===== src/rtl/ptp_stamp_capture.sv =====
// Per-source timestamp capture FIFOs drained by host over the register bus.
// Define PTP_STAMP_OVERWRITE_EN to make a full FIFO drop its oldest entry instead of the new stamp.
module ptp_stamp_capture #(
    parameter int STAMP_WIDTH    = 64,
    parameter int NUM_QUEUES     = 8,
    parameter int FIFO_DEPTH     = 4,
    parameter int REG_ADDR_WIDTH = 5,
    parameter int REG_DATA_WIDTH = 32
) (
    input  logic                      clk,
    input  logic                      reset,
    input  logic [STAMP_WIDTH-1:0]    counter_val,
    input  logic [NUM_QUEUES/2-1:0]   valid_rx,
    input  logic [NUM_QUEUES/2-1:0]   valid_tx,
    input  logic                      stamp_reg_req,
    input  logic                      stamp_reg_rd_wr_L,
    input  logic [REG_ADDR_WIDTH-1:0] stamp_reg_addr,
    input  logic [REG_DATA_WIDTH-1:0] stamp_reg_wr_data,
    output logic [REG_DATA_WIDTH-1:0] stamp_reg_rd_data,
    output logic                      stamp_reg_ack,
    output logic [NUM_QUEUES-1:0]     stamp_avail
);

    localparam int PTR_W = $clog2(FIFO_DEPTH);
    localparam int OCC_W = PTR_W + 1;
    localparam int SRC_W = REG_ADDR_WIDTH - 2;
    localparam logic [REG_DATA_WIDTH-1:0] BAD_ADDR_DATA = REG_DATA_WIDTH'(32'hDEAD_BEEF);

    typedef enum logic [1:0] {
        ST_IDLE = 2'd0,
        ST_ACK  = 2'd1,
        ST_WAIT = 2'd2
    } reg_state_e;

    reg_state_e                 state_r;
    logic [REG_DATA_WIDTH-1:0]  rd_data_r;
    logic                       ack_r;
    logic [NUM_QUEUES-1:0]      avail_r;

    logic [STAMP_WIDTH-1:0]     mem_r   [NUM_QUEUES][FIFO_DEPTH];
    logic [PTR_W-1:0]           wr_ptr_r [NUM_QUEUES];
    logic [PTR_W-1:0]           rd_ptr_r [NUM_QUEUES];
    logic [OCC_W-1:0]           occ_r    [NUM_QUEUES];
    logic [REG_DATA_WIDTH-1:0]  drops_r  [NUM_QUEUES];
    logic [REG_DATA_WIDTH-1:0]  hold_r   [NUM_QUEUES];

    logic [NUM_QUEUES-1:0]      strobe_s;
    logic [SRC_W-1:0]           src_s;
    logic [SRC_W-1:0]           src_idx_s;
    logic [1:0]                 reg_sel_s;
    logic                       src_ok_s;
    logic                       acc_s;
    logic [OCC_W-1:0]           occ_sel_s;
    logic [STAMP_WIDTH-1:0]     head_sel_s;
    logic [REG_DATA_WIDTH-1:0]  rd_val_s;
    logic [REG_DATA_WIDTH-1:0]  hold_val_s;
    logic [NUM_QUEUES-1:0]      push_s;
    logic [NUM_QUEUES-1:0]      adv_s;
    logic [NUM_QUEUES-1:0]      pop_s;
    logic [NUM_QUEUES-1:0]      drop_s;
    logic [NUM_QUEUES-1:0]      clr_s;
    logic [NUM_QUEUES-1:0]      hold_we_s;
    logic [OCC_W-1:0]           occ_nxt_s [NUM_QUEUES];
    logic                       unused_wr_data_s;

    assign strobe_s          = {valid_tx, valid_rx};
    assign unused_wr_data_s  = ^stamp_reg_wr_data;
    assign stamp_reg_rd_data = rd_data_r;
    assign stamp_reg_ack     = ack_r;
    assign stamp_avail       = avail_r;

    // Address decode and read-data selection for the addressed source
    always_comb begin
        src_s      = stamp_reg_addr[REG_ADDR_WIDTH-1:2];
        reg_sel_s  = stamp_reg_addr[1:0];
        src_ok_s   = (int'(src_s) < NUM_QUEUES);
        src_idx_s  = src_ok_s ? src_s : '0;
        acc_s      = (state_r == ST_IDLE) && stamp_reg_req;
        occ_sel_s  = occ_r[src_idx_s];
        head_sel_s = mem_r[src_idx_s][rd_ptr_r[src_idx_s]];
        hold_val_s = (occ_sel_s != '0) ? head_sel_s[31:0] : '0;
        rd_val_s   = '0;
        if (!src_ok_s) begin
            rd_val_s = BAD_ADDR_DATA;
        end else begin
            case (reg_sel_s)
                2'd0:    rd_val_s = (occ_sel_s != '0) ? head_sel_s[63:32] : '0;
                2'd1:    rd_val_s = hold_r[src_idx_s];
                2'd2:    rd_val_s = REG_DATA_WIDTH'(occ_sel_s);
                2'd3:    rd_val_s = drops_r[src_idx_s];
                default: rd_val_s = '0;
            endcase
        end
    end

    // Per-source push/pop/drop decisions; a pop in the same edge frees the slot for the push
    always_comb begin
        push_s    = '0;
        adv_s     = '0;
        pop_s     = '0;
        drop_s    = '0;
        clr_s     = '0;
        hold_we_s = '0;
        for (int q = 0; q < NUM_QUEUES; q++) begin
            occ_nxt_s[q] = occ_r[q];
            hold_we_s[q] = acc_s && stamp_reg_rd_wr_L && src_ok_s &&
                           (int'(src_s) == q) && (reg_sel_s == 2'd0);
            pop_s[q]     = hold_we_s[q] && (occ_r[q] != '0);
            clr_s[q]     = acc_s && !stamp_reg_rd_wr_L && src_ok_s &&
                           (int'(src_s) == q) && (reg_sel_s == 2'd3);
            if (strobe_s[q] && (occ_r[q] == OCC_W'(FIFO_DEPTH)) && !pop_s[q]) begin
                drop_s[q] = 1'b1;
`ifdef PTP_STAMP_OVERWRITE_EN
                push_s[q] = 1'b1;
                adv_s[q]  = 1'b1;
`else
                push_s[q] = 1'b0;
                adv_s[q]  = 1'b0;
`endif
            end else begin
                drop_s[q] = 1'b0;
                push_s[q] = strobe_s[q];
                adv_s[q]  = pop_s[q];
            end
            occ_nxt_s[q] = occ_r[q] + OCC_W'(push_s[q]) - OCC_W'(adv_s[q]);
        end
    end

    // Stamp storage; contents are don't-care while the FIFO is empty
    always_ff @(posedge clk) begin
        for (int q = 0; q < NUM_QUEUES; q++) begin
            if (push_s[q]) begin
                mem_r[q][wr_ptr_r[q]] <= counter_val;
            end
        end
    end

    // FIFO pointers, occupancy, drop counters and low-word hold registers
    always_ff @(posedge clk) begin
        if (reset) begin
            avail_r <= '0;
            for (int q = 0; q < NUM_QUEUES; q++) begin
                wr_ptr_r[q] <= '0;
                rd_ptr_r[q] <= '0;
                occ_r[q]    <= '0;
                drops_r[q]  <= '0;
                hold_r[q]   <= '0;
            end
        end else begin
            for (int q = 0; q < NUM_QUEUES; q++) begin
                wr_ptr_r[q] <= wr_ptr_r[q] + PTR_W'(push_s[q]);
                rd_ptr_r[q] <= rd_ptr_r[q] + PTR_W'(adv_s[q]);
                occ_r[q]    <= occ_nxt_s[q];
                avail_r[q]  <= (occ_nxt_s[q] != '0);
                // Clear applies first, then a drop in the same cycle still counts
                if (clr_s[q]) begin
                    drops_r[q] <= drop_s[q] ? REG_DATA_WIDTH'(1) : '0;
                end else if (drop_s[q] && (drops_r[q] != '1)) begin
                    drops_r[q] <= drops_r[q] + REG_DATA_WIDTH'(1);
                end
                if (hold_we_s[q]) begin
                    hold_r[q] <= hold_val_s;
                end
            end
        end
    end

    // Register handshake: one ack per request, then wait for request release
    always_ff @(posedge clk) begin
        if (reset) begin
            state_r   <= ST_IDLE;
            ack_r     <= 1'b0;
            rd_data_r <= '0;
        end else begin
            case (state_r)
                ST_IDLE: begin
                    if (stamp_reg_req) begin
                        state_r   <= ST_ACK;
                        ack_r     <= 1'b1;
                        rd_data_r <= stamp_reg_rd_wr_L ? rd_val_s : '0;
                    end else begin
                        ack_r <= 1'b0;
                    end
                end
                ST_ACK: begin
                    ack_r   <= 1'b0;
                    state_r <= ST_WAIT;
                end
                ST_WAIT: begin
                    ack_r <= 1'b0;
                    if (!stamp_reg_req) begin
                        state_r <= ST_IDLE;
                    end
                end
                default: begin
                    ack_r   <= 1'b0;
                    state_r <= ST_IDLE;
                end
            endcase
        end
    end

endmodule


===== config.mk =====
export PLATFORM = sky130hd
export DESIGN_NAME = ptp_stamp_capture
export DESIGN_NICKNAME = d
export VERILOG_FILES = /design/src/rtl/ptp_stamp_capture.sv
export SDC_FILE = /design/constraint.sdc
export NUM_CORES = 2
export LEC_CHECK = 0
export ABC_AREA = 1
export BUFFER_PORTS_ARGS = -buffer_cell sky130_fd_sc_hd__buf_4
export CAP_MARGIN = 25
export CORE_MARGIN = 2
export CORE_UTILIZATION = 60
export DETAILED_ROUTE_END_ITERATION = 16
export PLACE_DENSITY_LB_ADDON = 0.05
export SLEW_MARGIN = 15
export SYNTH_ARGS = -nofsm -noshare
export SYNTH_HDL_FRONTEND = slang
export SYNTH_SLANG_ARGS = --single-unit

===== constraint.sdc =====
create_clock -name clk -period 12.9 [get_ports clk]
set_input_delay 0.645 -clock clk [delete_from_list [all_inputs] [get_ports clk]]
set_output_delay 0.645 -clock clk [all_outputs]
set_load 0.05 [all_outputs]

==> metrics <==
status completed; Critical Path RT about 14000 ps; Syn. warnings 0; nets@finish 11000; Placer Congestion 0.919; residual DRC count 0; post-cts resize count 0; async set-reset flop share out of synthesis 0; drt pass-1 iters 6; Max Fclk ~190 MHz; Max-slew headroom 0.242; synthesized instance count about 11000; Hold WC Path Type input port to flip-flop; Crit-path slowest cell buf_4; Routed met3 length 34.3 mm; CTS H-tree lvls 5; P_sw a little under 5 mW; area delta synth->final 10.2%; clock root buffer clkbuf_16; Worst Max-Slew Pin Slew about 1100 ps; number of vias per cell approximately 6.0; global route total overflow 0; Yosys cell types 56; pin count of the biggest net entering global routing 150; Final Routed Wirelength 337 mm; Crit Path Class input port to flip-flop; # rows 160; final clock skew roughly 47 ps; Hold Buf Count CTS 0; Placement Setup Slack just under 7000 ps; power density over the cells approximately 160 mW/mm^2; vias in the first global route between 70000 and 80000; CP startpoint kind input port; Flop pwr share 0.514; crit path DAT 6180 ps; Setup Fix Bufs, Post-CTS 0; Leakage roughly 50 nW; CTS sink cnt 2659; CP Cell Sequence buf_8 -> inv_6 -> buf_4 -> nor2_4 -> buf_4 -> buf_4 -> buf_4 -> buf_4 -> nand2_1 -> nand4_1 -> nand2_1 -> a21oi_1 -> nor2_1 -> o21ai_1 -> nand3_2 -> nor2_1; Avg Cell Area, Syn about 11 um^2; initial antenna violation count 17; first-pass GRT wire length slightly below 500 mm; ratio of cells with drive above 1 in the final layout 0.0750; Final Hold Viols 0; critical path fanouts, max 65; Final setup viols 0; placed cell areas ~0.12 mm^2; Main synth FF type edfxtp_1; core region area 0.191 mm^2; Worst setup EP type flip-flop; fin area 0.127 mm^2; MaxCap Viol Count 0; TNS Setup 0 ps; CTS tree built; Net Sw Frac 0.248; Die Y 443 um; cell mode on critical path buf_4; Chip Width 443 um; Seq/Total Area, Yosys 0.683; GRT Util Overall 0.339; post-route ant nets 0; RSZ-0062 raised after global routing no; clock group share of total power 0.389; syn nets 11000; placed cell count 13100; Final min period 5400 ps; crit share post-route 0.419; critical path's largest stage delay between 700 and 800 ps; DR iter-0 viols 9975; hpwl dp approximately 180 mm; Die ar. about 0.20 mm^2; vias post-DR about 80000; Routed wire per std cell 24.8 um; Fin Hold WS 67.7 ps; number of synthesized flops with an enable pin between 2000 and 3000; Max VDD drop around 0.16 mV; top sig layer met5; Final Total Pwr 20.0 mW; I/O Pins around 150; clock transition at the registers of the reported paths ~60 ps; met2 wire len 156 mm; Yosys reg bits between 2000 and 3000; Core Util, Final 0.668; port bufs roughly 120; cts bufs inserted 287; setup ws final 7500 ps; count of pins over their slew limit 0; M1 WL 129 mm; CTS Buffer Depth 4; Comb pwr share 0.098; Syn Std Cell Area around 0.12 mm^2; Pint approximately 15 mW; post-layout instance count excluding filler cells between 10000 and 15000; initial core utilization 0.606; clock latency on the worst-skew pair ~950 ps
[cells in the mapped netlist, drive strengths merged, types with 2 or more instances]
cell type | instances | area share
nand2 | 3242 | 0.11
edfxtp | 2560 | 0.67
nor2 | 1229 | 0.041
inv | 952 | 0.031
nand3 | 835 | 0.038
buf | 389 | 0.018
a21oi | 338 | 0.015
nand4 | 262 | 0.014
nor3 | 172 | 0.0079
clkbuf | 135 | 0.0044
o21ai | 123 | 0.0054
xor2 | 101 | 0.0077
dfxtp | 99 | 0.017
a22oi | 90 | 0.0059
o211ai | 59 | 0.0045
xnor2 | 48 | 0.0036
o221ai | 29 | 0.0022
nor3b | 27 | 0.0020
ha | 24 | 0.0026
or2 | 23 | 0.0012
nor4 | 19 | 0.0010
mux2i | 15 | 0.0013
a31oi | 11 | 0.00060
and2 | 8 | 0.00043
fa | 8 | 0.0014
o22ai | 8 | 0.00043
and3 | 6 | 0.00033
a211oi | 5 | 0.00037
clkinv | 4 | 0.00013
o2111ai | 4 | 0.00030
o31ai | 4 | 0.00026
a22o | 2 | 0.00015
[cell usage in the layout, fill, tap and decap left out, types with 29 or more instances in the layout]
cell type and n:
nand2_1 3228, edfxtp_1 2560, nor2_1 1209, inv_1 934, nand3_1 800, a21oi_1 338, clkbuf_16 298, buf_4 275
nand4_1 261, nor3_1 130, xor2_1 101, dfxtp_1 99, o21ai_0 90, a22oi_1 90, clkinv_1 66, xnor2_1 48
clkbuf_1 47, o211ai_1 43, nor3_2 41, clkinv_2 39, nand3_2 35, o21ai_1 31, o221ai_1 29
[power groups by stage]
stage	combinational [mW]	clock, mW	sequential, mW
after global placement	1.88	0	10.4
after detailed placement	1.91	0	10.4
after global routing	2.08	8.15	10.3
after floorplan	1.04	0	10.5
final	1.95	7.76	10.2
after CTS	1.92	7.83	10.2
[final timing paths]
path | from | to | slack, ps | cells past startpoint
setup / recovery | stamp_reg_addr[2] | hold_r[5][20] | 7500 | 16
hold / removal | stamp_reg_req | state_r[1] | 70 | 3
setup reg to reg | state_r[0] | mem_r[0][247] | 8170 | 16
hold reg to reg | rd_ptr_r[0][0] | rd_ptr_r[0][0] | 460 | 2
[sequential cells by signal, summed over array words and instances (netlist names)]
signal             cells
drops_r              256
hold_r               256
mem_r               2048
occ_r                 24
rd_ptr_r              16
stamp_avail            8
stamp_reg_ack          1
stamp_reg_rd_data     32
state_r                2
wr_ptr_r              16
[critical path, delay by kind of cell]
| kind | cells | cell delay, ps |
|---|---|---|
| buffers and inverters | 7 | 3950 |
| and+or+nand+nor | 7 | 1000 |
| AOI/OAI and AO/OA | 2 | 330 |
[kinds of logic after synthesis]
family | share of synthesized area
xor+xnor | 0.0113
compound gates | 0.0350
buf+inv | 0.0539
flops | 0.683
fa+ha+maj | 0.00399
simple gates | 0.211
mux | 0.00130
[layout make-up]
class | instances | area (um^2)
Antenna cell | 8 | 20.0
Clock buffer | 346 | 7640
Clock inverter | 125 | 1000
Fill cell | 14300 | 63400
Inverter | 956 | 3620
Multi-Input combinational cell | 6696 | 30600
Sequential cell | 2659 | 78900
Tap cell | 2511 | 3140
Timing Repair Buffer | 290 | 2370
[layer usage]
layer  vias up  GRT usage
li1      36700          -
met1     39200      0.459
met2      4249      0.538
met3       822     0.0625
met4        14      0.158
met5         -          0
No activity file was read; power rests on OpenSTA's default activity.
